`config.mk`:
```
export PLATFORM = sky130hd
export DESIGN_NAME = cdb_arbiter
export DESIGN_NICKNAME = d
export VERILOG_FILES = /design/src/rtl/cdb_arbiter.sv
export SDC_FILE = /design/constraint.sdc
export NUM_CORES = 1
export LEC_CHECK = 0
export CORE_ASPECT_RATIO = 0.8
export CORE_MARGIN = 2
export CORE_UTILIZATION = 50
export DETAILED_ROUTE_END_ITERATION = 12
export HOLD_SLACK_MARGIN = 0.1
export PLACE_DENSITY = 0.71
export SLEW_MARGIN = 10
export SYNTH_ARGS = -nofsm -noshare
export SYNTH_HDL_FRONTEND = slang
export SYNTH_SLANG_ARGS = --single-unit
```
`constraint.sdc`:
```
create_clock -name clk -period 4.9 [get_ports clk]
set_clock_uncertainty 0.15 [all_clocks]
set_input_delay 0.49 -clock clk [delete_from_list [all_inputs] [get_ports clk]]
set_output_delay 0.49 -clock clk [all_outputs]
set_load 0.1 [all_outputs]
```
`src/rtl/cdb_arbiter.sv`:
```
// cdb_arbiter: per-FU result FIFOs, round-robin grant onto registered CDB lanes.
// Optional macro CDB_BYPASS_EN lets a result entering an empty FIFO win a lane in the same cycle.
module cdb_arbiter #(
    parameter int N_SRC        = 4,
    parameter int CDB_SIZE     = 3,
    parameter int ROB_DEPTH    = 4,
    parameter int Q_DEPTH_BITS = 2
) (
    input  logic                                clk,
    input  logic                                rst,
    input  logic                                move_flush,
    input  logic [N_SRC-1:0]                    fu_valid,
    output logic [N_SRC-1:0]                    fu_ready,
    input  logic [N_SRC-1:0][ROB_DEPTH-1:0]     fu_rob,
    input  logic [N_SRC-1:0][31:0]              fu_rd_v,
    output logic [CDB_SIZE-1:0]                 cdb_valid,
    output logic [CDB_SIZE-1:0][ROB_DEPTH-1:0]  cdb_rob,
    output logic [CDB_SIZE-1:0][31:0]           cdb_rd_v
);

    localparam int QD = 2 ** Q_DEPTH_BITS;
    localparam int SW = (N_SRC > 1) ? $clog2(N_SRC) : 1;
    localparam int EW = ROB_DEPTH + 32;
    localparam logic [Q_DEPTH_BITS:0] FULL = (Q_DEPTH_BITS + 1)'(QD);

    typedef logic [EW-1:0] ent_t;

    ent_t                    mem [N_SRC][QD];
    logic [Q_DEPTH_BITS-1:0] head [N_SRC];
    logic [Q_DEPTH_BITS-1:0] tail [N_SRC];
    logic [Q_DEPTH_BITS:0]   cnt  [N_SRC];
    logic [SW-1:0]           rr_ptr;

    logic                    flush;
    logic [N_SRC-1:0]        push;
    logic [N_SRC-1:0]        nonempty;
    logic [N_SRC-1:0]        elig;
    logic [N_SRC-1:0]        gnt;
    logic [N_SRC-1:0]        pop;
    logic [N_SRC-1:0]        wr;
    ent_t                    src_ent [N_SRC];

    logic [CDB_SIZE-1:0]     lane_vld;
    logic [SW-1:0]           lane_src [CDB_SIZE];
    logic [SW-1:0]           last_src;
    logic                    any_gnt;

    assign flush = rst | move_flush;

    // Per-source handshake, eligibility and candidate entry
    always_comb begin
        for (int i = 0; i < N_SRC; i++) begin
            nonempty[i] = (cnt[i] != '0);
            fu_ready[i] = (cnt[i] != FULL);
            push[i]     = fu_valid[i] & fu_ready[i];
`ifdef CDB_BYPASS_EN
            elig[i]     = nonempty[i] | push[i];
            src_ent[i]  = nonempty[i] ? mem[i][head[i]]
                                      : {fu_rob[i], fu_rd_v[i]};
`else
            elig[i]     = nonempty[i];
            src_ent[i]  = mem[i][head[i]];
`endif
            pop[i]      = gnt[i] & nonempty[i];
            wr[i]       = push[i] & ~(gnt[i] & ~nonempty[i]);
        end
    end

    // Round-robin scan from rr_ptr; first CDB_SIZE eligible sources fill lanes in order
    always_comb begin
        int n;
        int idx;
        n        = 0;
        idx      = 0;
        gnt      = '0;
        lane_vld = '0;
        last_src = '0;
        any_gnt  = 1'b0;
        for (int k = 0; k < CDB_SIZE; k++) lane_src[k] = '0;
        for (int j = 0; j < N_SRC; j++) begin
            idx = int'(rr_ptr) + j;
            if (idx >= N_SRC) idx = idx - N_SRC;
            if (elig[idx] && n < CDB_SIZE) begin
                gnt[idx]    = 1'b1;
                lane_vld[n] = 1'b1;
                lane_src[n] = SW'(idx);
                last_src    = SW'(idx);
                any_gnt     = 1'b1;
                n           = n + 1;
            end
        end
    end

    // FIFO pointers and occupancy
    always_ff @(posedge clk) begin
        if (flush) begin
            for (int i = 0; i < N_SRC; i++) begin
                head[i] <= '0;
                tail[i] <= '0;
                cnt[i]  <= '0;
            end
        end else begin
            for (int i = 0; i < N_SRC; i++) begin
                if (wr[i])  tail[i] <= tail[i] + 1'b1;
                if (pop[i]) head[i] <= head[i] + 1'b1;
                case ({wr[i], pop[i]})
                    2'b10:   cnt[i] <= cnt[i] + 1'b1;
                    2'b01:   cnt[i] <= cnt[i] - 1'b1;
                    default: cnt[i] <= cnt[i];
                endcase
            end
        end
    end

    // FIFO storage; contents are don't-care once pointers are cleared
    always_ff @(posedge clk) begin
        for (int i = 0; i < N_SRC; i++) begin
            if (wr[i] && !flush) mem[i][tail[i]] <= {fu_rob[i], fu_rd_v[i]};
        end
    end

    // Registered CDB lanes; tag/value hold when a lane is idle
    always_ff @(posedge clk) begin
        if (flush) begin
            cdb_valid <= '0;
            cdb_rob   <= '0;
            cdb_rd_v  <= '0;
        end else begin
            for (int k = 0; k < CDB_SIZE; k++) begin
                cdb_valid[k] <= lane_vld[k];
                if (lane_vld[k]) begin
                    {cdb_rob[k], cdb_rd_v[k]} <= src_ent[lane_src[k]];
                end
            end
        end
    end

    // Resume the scan just past the last source that won a lane
    always_ff @(posedge clk) begin
        if (flush) begin
            rr_ptr <= '0;
        end else if (any_gnt) begin
            if (last_src == SW'(N_SRC - 1)) rr_ptr <= '0;
            else                            rr_ptr <= last_src + 1'b1;
        end
    end

endmodule

```
==> results of run 1 <==
==> state kept, by name, summed over array words and instances, names as in the netlist <==
signal and count:
mem 576, cdb_rd_v 96, cdb_rob 12, cnt 12, head 8, tail 8
cdb_valid 3, rr_ptr 2
==> layout make-up <==
cell class,count,area share (%)
clock buffer,98,5.52
timing repair buffer,332,9.19
inverter,29,0.300
clock inverter,30,0.874
antenna,2,0.0138
tap,779,2.69
multi-input combinational,1038,25.1
sequential,717,56.3
==> how the worst max path moves through the flow <==
stage                            from                       to  slack (ns)  depth (start not counted)
3_5_place_dp      cnt[3][0]$_DFFE_PP_  cnt[1][2]$_SDFFCE_PP0P_        0.79                         14
3_3_place_gp   rr_ptr[0]$_SDFFE_PP0P_  cnt[1][2]$_SDFFCE_PP0P_        0.81                         13
4_1_cts        rr_ptr[0]$_SDFFE_PP0P_  cnt[1][2]$_SDFFCE_PP0P_        0.77                         13
2_1_floorplan  rr_ptr[1]$_SDFFE_PP0P_      mem[0][0]$_DFFE_PP_        0.95                         11
6_report          cnt[3][0]$_DFFE_PP_    mem[0][110]$_DFFE_PP_        0.67                         11
5_1_grt        rr_ptr[0]$_SDFFE_PP0P_  cnt[0][2]$_SDFFCE_PP0P_        0.39                         13
==> cells in the final DEF, fill, tap and decap left out, types with 36 or more instances in the layout <==
| cell | n |
|---|---|
| sky130_fd_sc_hd__and3_1 | 41 |
| sky130_fd_sc_hd__mux4_2 | 149 |
| sky130_fd_sc_hd__nor3_1 | 38 |
| sky130_fd_sc_hd__nand2_1 | 245 |
| sky130_fd_sc_hd__a21oi_1 | 67 |
| sky130_fd_sc_hd__a21o_1 | 37 |
| sky130_fd_sc_hd__mux2i_1 | 103 |
| sky130_fd_sc_hd__nand3_1 | 41 |
| sky130_fd_sc_hd__a32o_1 | 36 |
| sky130_fd_sc_hd__o22ai_1 | 68 |
| sky130_fd_sc_hd__clkdlybuf4s50_1 | 265 |
| sky130_fd_sc_hd__buf_4 | 53 |
| sky130_fd_sc_hd__clkbuf_16 | 73 |
| sky130_fd_sc_hd__dfxtp_1 | 113 |
| sky130_fd_sc_hd__edfxtp_1 | 604 |
==> metal layers <==
layer / vias up / part of all wire (%)
met1: 9236 / 39
li1: 8058 / -
met5: - / 0.046
met2: 738 / 50
met4: 6 / 3.4
met3: 136 / 7.6
==> cell families after synthesis <==
group / after synthesis / share of synthesized area (%)
buf+inv: 154 / 2.29
compound gates: 270 / 6.09
flops: 717 / 67.7
fa+ha+maj: 37 / 1.61
simple gates: 448 / 6.70
xor+xnor: 13 / 0.378
mux: 270 / 15.2
==> worst reg2reg max path, cell delays in order, from the launching register on <==
cell                       delay [ns]
sky130_fd_sc_hd__edfxtp_1        0.38
sky130_fd_sc_hd__inv_1           0.08
sky130_fd_sc_hd__ha_1            0.27
sky130_fd_sc_hd__nand2b_1        0.25
sky130_fd_sc_hd__mux2i_1         0.22
sky130_fd_sc_hd__o311ai_0        0.89
sky130_fd_sc_hd__a21boi_0        0.27
sky130_fd_sc_hd__o311ai_1        0.30
sky130_fd_sc_hd__nand2_1         0.17
sky130_fd_sc_hd__nor2_1          0.23
sky130_fd_sc_hd__and2_1          0.17
sky130_fd_sc_hd__buf_4           0.44
==> stage by stage <==
step	instance area (um2)	std cells	hold slack (ns)
after CTS	36200	3023	0.311
after floorplan	30100	1909	0.421
after global routing	36200	3024	0.330
final	36200	3025	0.308
after global placement	33900	2895	0.286
after detailed placement	33900	2895	0.294
==> results.md, run 1 <==
- For hold timing, the worst endpoint is cdb_rd_v[62]$_SDFFE_PP0P_.
- The HPWL after detailed placement is 55300 um.
- The net count after synthesis is 2097.
- In the post-synthesis netlist, the cell with the most instances is sky130_fd_sc_hd__edfxtp_1.
- In the final routed layout, each cell accounts on average for 26.0 um.
- Setup repair after global routing left no endpoint under its margin.
- Broken down by cell family, the worst path's largest delay share belongs to compound AO/OA/AOI/OAI gates.
- TritonCTS built the clock tree.
- The number of standard-cell rows in the floorplan is 80.
- The sink count of the clock tree is 717.
- met2 is the most crowded layer.
- The number of vias in the routed layout is 18200.
- The number of gates resized after CTS is 0.
- The peak clock frequency supported by timing is 236 MHz.
- The count of buffers added on input and output ports is 265.
- The type of element launching the critical path is a flop.
- In the final timing run, aggregate negative setup slack is 0 ns.
- The clock slew seen by the registers of the worst setup and hold paths is 0.06 ns.
- After synthesis, the share of flip-flops with an asynchronous set or reset is 0%.
- The number of DRC markers after the initial detailed-route iteration is 1739.
- The nature of the critical path endpoint is a flop.
- The clock passes through at most 3 buffers.
- In the final layout, the multi-input gates occupy 9090 um2.
- The floorplan step defined a die boundary enclosing 62300 um2.
- During synthesis, Yosys emitted a total of 0 warnings.
- The final cycle utilization of the critical path is 86.3%.
- The utilization of the core after routing is 60.7%.
- In this design, the stage delay of the slowest critical-path cell is 0.88 ns.
- The number of ports placed on the die boundary is 266.
- The register area share after synthesis is 67.7%.
- The final critical delay including setup and external delays is 4.23 ns.
- The maximum fanout count along the critical path is 36.
- Counting instances, the worst hold path has a depth of 1.
- The area occupied by registers is 20400 um2.
- The number of max-slew violations in the final report is 0.
- The number of global-route vias before repair came to 18100.
- Once the clock tree was built, the setup fixing pass inserted 0 buffers.
- The post-detailed-route count of antenna-violating nets is 0.
- The critical path's slowest cell is sky130_fd_sc_hd__o311ai_0.
- The final layout contains routed wiring with a total length of 78600 um.
- The actual transition at the worst max-transition pin is 1.14 ns.
- The congestion estimate from routability-driven global placement came to 0.876.
- The portion of synthesized cell area occupied by the leading cell type is 60.2%.
- The critical path required time is 4.99 ns.
- In this run the critical register-to-register path is launched from cnt[3][0]$_DFFE_PP_.
- The initial utilization of the core area, before any placement, comes to 50.5%.
- For this design, the CTS-stage hold fixing added 0 buffers.
- Counting instances in the post-synthesis netlist gives the leading cell types as sky130_fd_sc_hd__edfxtp_1 (604), sky130_fd_sc_hd__nand2_1 (246), sky130_fd_sc_hd__mux4_2 (149).
- The most used flip-flop cell after synthesis is sky130_fd_sc_hd__edfxtp_1.
- The post-route DRC violation count is 0.
- The flow ran to the end, and the final reports show no timing, DRC or antenna violations.
- The worst setup slack before clock tree synthesis is 0.794 ns.
- The worst setup margin is 0.671 ns.
- The mean instance size in the synthesized netlist is 15.8 um2.
- The startpoint identified for the worst hold timing path is cdb_rd_v[62]$_SDFFE_PP0P_.
- At the later pin of the worst-skew pair, clock insertion delay measures 0.61 ns.
- In the post-synthesis netlist, the biggest area contributors are sky130_fd_sc_hd__edfxtp_1 (60%), sky130_fd_sc_hd__mux4_2 (11%), sky130_fd_sc_hd__dfxtp_1 (7.5%).
- Synthesis inferred 717 register bits.
- The cell count after synthesis is 1909.
- From bottom edge to top edge, the die measures 224 um.
- The global router's overall resource usage is 25.3%.
- Cells with a size suffix above 1 make up 15.5% of the layout.
- The total area inside the core boundary comes to 59700 um2.
- Counting flops with a built-in enable in the synthesized netlist gives 604.
- The worst reg-to-reg setup slack is 0.67 ns.
- The count of buffer and inverter cells on the critical path is 2.
- The layout overhead on the synthesized area is 20.2%.
- The kind of critical path is reg -> reg.
- In this run the cell area of the synthesized design comes to 30100 um2.
- The final layout contains 2377 nets.
- The worst slew margin relative to its limit is 23.7%.
- The max capacitance violation total is 0.
- The number of buffers inserted during clock tree synthesis is 71.
- The H-tree generated during clock tree synthesis spans 3 levels.
- The final hold violation count is 0.
- The endpoint identified for the worst register-to-register timing path is mem[0][110]$_DFFE_PP_.
- At the worst endpoint, the arrival time is 4.31 ns.
- The met1 global-route usage is 33.2%.
- The met2 capacity usage during global routing is 41.7%.
- The global-route wire length before repair is 115000 um.
- From left edge to right edge, the die measures 278 um.
- The number of antenna violations at the first check in global routing is 6.
- The critical path goes through inv_1 -> ha_1 -> nand2b_1 -> mux2i_1 -> o311ai_0 -> a21boi_0 -> o311ai_1 -> nand2_1 -> nor2_1 -> and2_1 -> buf_4.
- The vias per cell is 6.01.
- sky130_fd_sc_hd__edfxtp_1 takes more of the synthesized area than any other cell.
- The met3 track utilization from global routing is 6.02%.
- Fill cells in the final layout number 4329.
- The first TritonRoute pass finished after 6 iterations.
- The root buffer cell is sky130_fd_sc_hd__clkbuf_16.
- The final number of setup-violating endpoints is 0.
- Entering global routing, the biggest net connects 73 pins.
- The count of different cell masters after synthesis is 64.
- The worst hold path belongs to the class reg -> reg.
- The path depth of the worst reg2reg path is 11.
- The leftover overflow at the end of global routing is 0.
Power of run 1 is not shown: default switching activity piles up to over one toggle a cycle in this logic, so the estimate is an artifact.
==> inputs of run 2 (changes only) <==
--- a/config.mk
+++ b/config.mk
@@ -5,6 +5,7 @@
 export SDC_FILE = /design/constraint.sdc
 export NUM_CORES = 1
 export LEC_CHECK = 0
+export ABC_CLOCK_PERIOD_IN_PS = 5400
 export CORE_ASPECT_RATIO = 0.8
 export CORE_MARGIN = 2
 export CORE_UTILIZATION = 50
==> constraint.sdc (replaced) <==
create_clock -name clk -period 5.4 [get_ports clk]
set_clock_uncertainty 0.15 [all_clocks]
set_input_delay 0.54 -clock clk [delete_from_list [all_inputs] [get_ports clk]]
set_output_delay 0.54 -clock clk [all_outputs]
set_load 0.1 [all_outputs]
==> results.md, run 2 (synthesis gave the netlist of run 1 again) <==
- 266 I/O pins were placed.
- The worst setup path is captured at a flop.
- The core region is 59700 um2.
- Setup repair after global routing left no endpoint under its margin.
- In this run the worst hold path is classified as reg -> reg.
- The sink count of the clock tree is 717.
- Entering global routing, the biggest net connects 93 pins.
- The worst setup slack before clock tree synthesis is 1.12 ns.
- The number of antenna violations at the first check in global routing is 1.
- STA classifies the critical path startpoint as a flop.
- The post-detailed-route count of antenna-violating nets is 0.
- The proportion of layout cells with a drive suffix above 1 is 15.3%.
- In the final timing run, aggregate negative setup slack is 0 ns.
- The critical path required time is 5.71 ns.
- The number of flip-flops in the largest register is 576.
- In this run the critical register-to-register path is launched from rr_ptr[0]$_SDFFE_PP0P_.
- Data on the critical path arrives at its endpoint at 4.70 ns.
- The first global-routing pass estimated 116000 um of wire.
- The number of detailed-routing iterations run before antenna repair is 6.
- The worst setup margin is 1.01 ns.
- The worst setup path is of the reg -> reg kind.
- In this run the worst path has a maximum fanout of 92.
- The CTS tree is built.
- The die covers 62300 um2.
- For this block, the routed nets add up to 79300 um of wire.
- After clock tree synthesis, the clock-pin slew on the worst setup and hold paths is 0.08 ns.
- The number of standard-cell rows in the floorplan is 80.
- The worst reg-to-reg setup slack is 1.01 ns.
- The number of port buffers is 265.
- The peak clock frequency supported by timing is 228 MHz.
- The chip height is 224 um.
- The top cell types in the final layout, fill and taps aside, are sky130_fd_sc_hd__edfxtp_1 (604), sky130_fd_sc_hd__clkdlybuf4s50_1 (265), sky130_fd_sc_hd__nand2_1 (245).
- The final critical delay including setup and external delays is 4.39 ns.
- At the pin with the least slew margin, the transition time is 1.25 ns.
- The number of H-tree levels is 3.
- The run finished with clean final reports.
- Gates resized during post-CTS repair numbered 0.
- The clock passes through at most 3 buffers.
- The number of global-route vias before repair is 18100.
- The effective utilization at floorplan is 50.5%.
- The global placement routability congestion is 0.951.
- The number of max-slew violations in the final report is 0.
- The global router's overall resource usage is 25.4%.
- Across the run, the number of max-cap violations was 0.
- After detailed routing, the average wire length per cell comes to 26.3 um.
- The detailed router finished its first iteration with 1656 violations.
- After detailed routing, the number of remaining DRC violations is 0.
- The number of clock buffers added by TritonCTS is 72.
- The number of cells on the worst reg-to-reg path is 11.
- After layout, the worst path uses 81.3% of the clock period.
- The HPWL after detailed placement is 54900 um.
- The final hold violation count is 0.
- The hold path depth is 1.
- Dividing the detail-routed via count by the number of cells gives 5.99.
- The worst slew margin relative to its limit is 16.2%.
- The final number of setup-violating endpoints is 0.
- For hold timing, the worst endpoint is cdb_rd_v[62]$_SDFFE_PP0P_.
- The most common cell after layout, fill and taps aside is sky130_fd_sc_hd__edfxtp_1.
- The number of nets in the final layout is 2369.
- The cell sitting at the root of the clock tree is a sky130_fd_sc_hd__clkbuf_16.
- Measured along the x axis, the die boundary spans 278 um.
- For the worst-skew pair, the clock arrives at the later sink with an insertion delay of 0.61 ns.
- The post-CTS setup buffer count is 0.
- Buffers inserted to repair hold after CTS numbered 0.
- The final route contains 18100 vias.
- Summed over all layers, the global routing overflow is 0.
- The hold path startpoint is cdb_rd_v[62]$_SDFFE_PP0P_.
- The worst register-to-register path ends at cdb_rd_v[28]$_SDFFE_PP0P_.
- The layout overhead on the synthesized area is 20.0%.
-- run 2: cell count changes in the layout (fill, tap and decap cells not counted) --
cell                         delta
sky130_fd_sc_hd__clkinv_1       -1
sky130_fd_sc_hd__clkinv_2       +5
sky130_fd_sc_hd__buf_12         +1
sky130_fd_sc_hd__clkbuf_8       -8
sky130_fd_sc_hd__diode_2        -1
sky130_fd_sc_hd__buf_4         -10
sky130_fd_sc_hd__clkbuf_16      +2
sky130_fd_sc_hd__clkinv_4       +3
sky130_fd_sc_hd__clkinvlp_4     +2
sky130_fd_sc_hd__clkbuf_1       -1
-- run 2: metrics by stage --
| stage | area, um2 | hold WS [ns] | cells | util, % |
|---|---|---|---|---|
| 2_1_floorplan | 30100 | 0.421 | 1909 | - |
| 3_3_place_gp | 33900 | 0.286 | 2886 | 56.7 |
| 3_5_place_dp | 33900 | 0.289 | 2886 | 56.7 |
| 4_1_cts | 36200 | 0.303 | 3016 | 60.6 |
| 5_1_grt | 36200 | 0.307 | 3016 | 60.6 |
| 6_report | 36200 | 0.302 | 3017 | 60.6 |
-- run 2: worst max path at each step --
stage	startpoint	end	slack (ns)	cells after the start
after CTS	rr_ptr[0]$_SDFFE_PP0P_	mem[2][76]$_DFFE_PP_	1.09	10
after detailed placement	rr_ptr[0]$_SDFFE_PP0P_	mem[2][81]$_DFFE_PP_	1.12	10
after global routing	rr_ptr[0]$_SDFFE_PP0P_	mem[2][46]$_DFFE_PP_	0.64	10
after floorplan	rr_ptr[1]$_SDFFE_PP0P_	mem[0][0]$_DFFE_PP_	1.45	11
final	rr_ptr[0]$_SDFFE_PP0P_	cdb_rd_v[28]$_SDFFE_PP0P_	1.01	11
after global placement	rr_ptr[0]$_SDFFE_PP0P_	cdb_rd_v[14]$_SDFFE_PP0P_	1.13	11
-- run 2: routing by layer --
layer / GRT usage (%) / part of all wire, % / vias to the layer above
met5: 0 / 0.0088 / -
met4: 6.10 / 2.1 / 2
met3: 4.61 / 6.6 / 99
met2: 43.9 / 51 / 713
met1: 33.8 / 40 / 9230
li1: - / - / 8032
-- run 2: critical path: stages, from the launching register on --
cell                       delay [ns]
sky130_fd_sc_hd__dfxtp_1         0.64
sky130_fd_sc_hd__inv_2           0.29
sky130_fd_sc_hd__ha_1            0.69
sky130_fd_sc_hd__clkinv_1        0.41
sky130_fd_sc_hd__mux4_2          0.42
sky130_fd_sc_hd__a211o_1         0.32
sky130_fd_sc_hd__o211ai_1        0.11
sky130_fd_sc_hd__a41o_2          0.25
sky130_fd_sc_hd__buf_12          0.32
sky130_fd_sc_hd__mux2_1          0.37
sky130_fd_sc_hd__nor2_1          0.12
sky130_fd_sc_hd__a211oi_1        0.07
-- run 2: final cells by class --
type	count	area, um2
sequential	717	20400
fill	4379	23500
timing repair buffer	323	3280
clock buffer	91	1940
clock inverter	39	379
tap	779	975
antenna	1	2.50
inverter	29	109
multi-input combinational	1038	9090
Power of run 2 is left out for the same reason.
==> inputs of run 3 (changes only) <==
--- a/config.mk
+++ b/config.mk
@@ -5,13 +5,13 @@
 export SDC_FILE = /design/constraint.sdc
 export NUM_CORES = 1
 export LEC_CHECK = 0
-export ABC_CLOCK_PERIOD_IN_PS = 5400
+export ABC_CLOCK_PERIOD_IN_PS = 3810
 export CORE_ASPECT_RATIO = 0.8
 export CORE_MARGIN = 2
 export CORE_UTILIZATION = 50
 export DETAILED_ROUTE_END_ITERATION = 12
 export HOLD_SLACK_MARGIN = 0.1
-export PLACE_DENSITY = 0.71
+export PLACE_DENSITY = 0.73
 export SLEW_MARGIN = 10
 export SYNTH_ARGS = -nofsm -noshare
 export SYNTH_HDL_FRONTEND = slang
==> constraint.sdc (replaced) <==
create_clock -name clk -period 3.81 [get_ports clk]
set_clock_uncertainty 0.15 [all_clocks]
set_input_delay 0.381 -clock clk [delete_from_list [all_inputs] [get_ports clk]]
set_output_delay 0.381 -clock clk [all_outputs]
set_load 0.1 [all_outputs]
==> results.md, run 3 (synthesis gave the netlist of run 1 again) <==
- After clock tree synthesis, the flow added hold-fix buffers numbering 0.
- The number of flip-flops in the largest register is 576.
- The count of buffer and inverter cells on the critical path is 3.
- The most common cell type on the critical path is sky130_fd_sc_hd__buf_4.
- For the worst-skew pair, the clock arrives at the later sink with an insertion delay of 0.61 ns.
- The number of standard-cell rows in the floorplan is 80.
- The peak clock frequency supported by timing is 273 MHz.
- The count of nets left with antenna violations once routing finished came out at 0.
- The number of antenna violations at the first check in global routing is 3.
- In this run the count of I/O pins placed on the die edge is 266.
- After clock tree synthesis, the repair step resized 0 gates.
- For the final routed database, the setup TNS stands at 0 ns.
- In this run, CTS created clock tree buffers numbering 71.
- The H-tree was split into 3 levels.
- Across the whole layout, storage elements account for 20400 um2.
- After detailed routing, the average wire length per cell comes to 25.9 um.
- Dividing the detail-routed via count by the number of cells gives 6.00.
- The final critical delay including setup and external delays is 3.66 ns.
- At the pin with the least slew margin, the transition time is 1.32 ns.
- The die covers 62300 um2.
- The final number of setup-violating endpoints is 0.
- The signal on the critical path passes through inv_1 -> ha_1 -> or3b_2 -> nand2_1 -> buf_4 -> nor2_1 -> o21ai_4 -> buf_4 -> mux2_2 -> o22ai_1.
- The CTS tree is built.
- In the routed design, unresolved DRC markers number 0.
- The first global-routing pass estimated 117000 um of wire.
- Global routing consumed, over all layers together, 25.7% of the routing resources.
- On the critical path, the stage with the largest delay is an instance of sky130_fd_sc_hd__o21ai_4.
- Leaving out fill and tap cells, the most frequent cell in the layout is sky130_fd_sc_hd__edfxtp_1.
- The number of max-slew violations in the final report is 0.
- The HPWL after detailed placement is 57100 um.
- The number of nets in the final layout is 2445.
- The effective utilization at floorplan is 50.5%.
- Data on the critical path is required at its endpoint by 4.19 ns.
- Of the available clock period, the critical path in the final layout requires 96.1%.
- In this run the post-CTS setup repair buffer count came out at 0.
- The chip height is 224 um.
- After clock tree synthesis, the clock-pin slew on the worst setup and hold paths is 0.06 ns.
- The clock net in this run drives a total of 717 sinks.
- Of all nets on the critical path, the largest fanout is 44.
- The type of element launching the critical path is a flop.
- Max-cap violations in this run came to 0.
- The number of DRC markers after the initial detailed-route iteration is 2290.
- The worst setup path is captured at a flop.
- Cells with a size suffix above 1 make up 18.7% of the layout.
- The final hold violation count is 0.
- The worst pin sits at a relative slew slack of 12.1%.
- The die span in x is 278 um.
- The number of port buffers is 265.
- The worst setup path is of the reg -> reg kind.
- For this run, the detailed router's first-pass iteration total came to 6.
- From synthesis to final layout, the design area changed by 22.9%.
- The number of fillers in the final layout is 4267.
- The core box area is 59700 um2.
- The worst hold path belongs to the class in -> reg.
- In this run the deepest clock path goes through 3 buffers.
- Data on the critical path arrives at its endpoint at 4.04 ns.
- Setup repair after global routing left no endpoint under its margin.
- The worst hold margin is 0.252 ns.
- In this design, the largest share of critical-path delay is due to compound AO/OA/AOI/OAI gates.
- The total length of routed wires is 80200 um.
- On the worst path, the slowest cell contributes a delay of 0.96 ns.
- The root buffer cell is sky130_fd_sc_hd__clkbuf_16.
- The global placement routability congestion is 0.950.
- The number of global-route vias before repair is 18500.
- Leaving out fill and tap cells, the most frequent cells in the layout are sky130_fd_sc_hd__edfxtp_1 (604), sky130_fd_sc_hd__clkdlybuf4s50_1 (265), sky130_fd_sc_hd__nand2_1 (245).
- The routed layout has 18600 vias.
- Global routing finished with a remaining overflow of 0.
- The largest net degree at the start of global routing is 73.
- The flow ran to the end, and the final reports show no timing, DRC or antenna violations.
- In the final layout, the multi-input gates occupy 9120 um2.
## run 3: cell types whose count changed in the layout (fill, tap and decap cells not counted), sizes merged
cell and change:
inv +3, clkbuf +1, buf +77, bufinv +1
clkinv -4, diode +2
## run 3: cell type report
type                       instances  share of cell area (%)
timing repair buffer             400                    11.0
tap                              779                    2.63
clock buffer                      92                    5.23
antenna                            3                  0.0203
multi-input combinational       1038                    24.6
inverter                          29                   0.294
clock inverter                    39                    1.08
sequential                       717                    55.1
## run 3: path summary, 6_finish.rpt
path | start | endpoint | slack, ns | cells past startpoint
setup / recovery | cnt[3][0]$_DFFE_PP_ | cdb_rd_v[18]$_SDFFE_PP0P_ | 0.15 | 10
hold / removal | fu_rd_v[108] | mem[3][48]$_DFFE_PP_ | 0.25 | 1
setup reg to reg | cnt[3][0]$_DFFE_PP_ | cdb_rd_v[18]$_SDFFE_PP0P_ | 0.15 | 10
hold reg to reg | cdb_rd_v[55]$_SDFFE_PP0P_ | cdb_rd_v[55]$_SDFFE_PP0P_ | 0.31 | 1
## run 3: per-stage QoR
step	instances	worst slack (ns)	utilization, %	instance area [um2]
4_1_cts	3094	0.177	62.0	37000
5_1_grt	3097	0.00343	62.1	37000
6_report	3097	0.148	62.1	37000
3_3_place_gp	2963	0.203	58.1	34700
2_1_floorplan	1909	0.0159	-	30100
3_5_place_dp	2963	0.195	58.1	34700
## run 3: metal layers
metal | vias to the layer above | track usage (%) | routed length, um
met3 | 126 | 4.05 | 5920
li1 | 8204 | - | -
met1 | 9355 | 34.5 | 31900
met5 | - | 0 | 0
met4 | 0 | 8.01 | 2070
met2 | 910 | 43.5 | 40300
Power of run 3 is left out for the same reason.
==> variant (flow settings as in run 2) <==
The option `CDB_BYPASS_EN` is turned on by a define.
--- a/src/rtl/cdb_arbiter.sv
+++ b/src/rtl/cdb_arbiter.sv
@@ -1,5 +1,7 @@
 // cdb_arbiter: per-FU result FIFOs, round-robin grant onto registered CDB lanes.
 // Optional macro CDB_BYPASS_EN lets a result entering an empty FIFO win a lane in the same cycle.
+`define CDB_BYPASS_EN
+
 module cdb_arbiter #(
     parameter int N_SRC        = 4,
     parameter int CDB_SIZE     = 3,
Formal check against the unedited RTL: not equivalent (Yosys sat finds a counterexample within 4 cycles, from zero or initial values).
==> variant against run 2 <==
Wire length rose by 22%; synthesized area rose by 6.4%; synthesized cell count rose by 9.4%; setup slack got worse by 470 ps; design area rose by 6.8%; first-iteration DRC count rose by 64%; sequential cell count did not move; critical path type unchanged; largest cell class unchanged; highest routed layer unchanged.
==> variant: results (changes against run 2) <==
Post-Place Setup Slack - 217.5 ps (was 1116 ps)
Antenna cells - 6 (was 1)
Final layout net count - 2,555 (was 2,369)
Mapped Nets - 2,280 (was 2,097)
Largest cells by area after synthesis - edfxtp_1, mux4_2, dfxtp_1 (unchanged)
Total GRT Usage - 29.10% (was 25.45%)
Vias in the first global route - 20,320 (was 18,080)
Sequential share of the synthesized area - 63.60% (was 67.69%)
Worst setup path endpoint - cnt[2][2]$_SDFFCE_PP0P_ (was cdb_rd_v[28]$_SDFFE_PP0P_)
Hold WS - 314.6 ps (was 301.9 ps)
Worst hold path endpoint - cdb_rd_v[22]$_SDFFE_PP0P_ (was cdb_rd_v[62]$_SDFFE_PP0P_)
Bufs w/o clock - 358 (was 323)
Fillcell total - 4,806 (was 4,379)
Via density - 6.452 (was 5.991)
FMAX - 205.6 MHz (was 227.8 MHz)
Status - finished, final reports clean (unchanged)
Beginning of the critical path - cnt[3][0]$_DFFE_PP_ (was rr_ptr[0]$_SDFFE_PP0P_)
Multi-In Gates - 1,160 (was 1,038)
Crit-path max FO - 9 (was 92)
Hold path startpoint - cdb_rd_v[22]$_SDFFE_PP0P_ (was cdb_rd_v[62]$_SDFFE_PP0P_)
Ratio of cells with drive above 1 in the final layout - 20.30% (was 15.33%)
Worst hold path depth - 2 (was 1)
CP max stage delay - 620 ps (was 690 ps)
Top cells by count, synth - edfxtp_1, mux4_2, dfxtp_1, mux2_2, clkbuf_1 (was edfxtp_1, nand2_1, mux4_2, dfxtp_1, mux2i_1)
Inverters - 52 (was 29)
Largest net degree at the start of global routing - 74 (was 93)
Met1 usage - 41.61% (was 33.82%)
## variant: cell families (layout without fill, tap and decap cells)
kind of cell,after synthesis,after routing,share of synthesized area (%)
flops,717,717,63.60
compound gates,394,394,9.104
simple gates,366,366,5.636
mux,347,347,16.91
buf+inv,211,547,2.730
fa+ha+maj,41,41,1.693
xor+xnor,12,12,0.3276
other cells,0,6,0
## variant: power breakdown
part | switching, uW | leakage, uW | total (uW) | internal (uW)
clock | 2180 | 0.00118 | 5140 | 2960
sequential | 422 | 0.00644 | 6950 | 6530
combinational | 9110 | 0.00535 | 14100 | 5000
total | 11700 | 0.0130 | 26200 | 14500
## variant: stage by stage
step	utilization [%]	total power, uW	std cells
finish	60.60	26200	3280
global route	60.59	27110	3278
CTS	60.58	25980	3274
detailed placement	56.79	20800	3137
global placement	56.79	20630	3137
floorplan	-	16350	2088
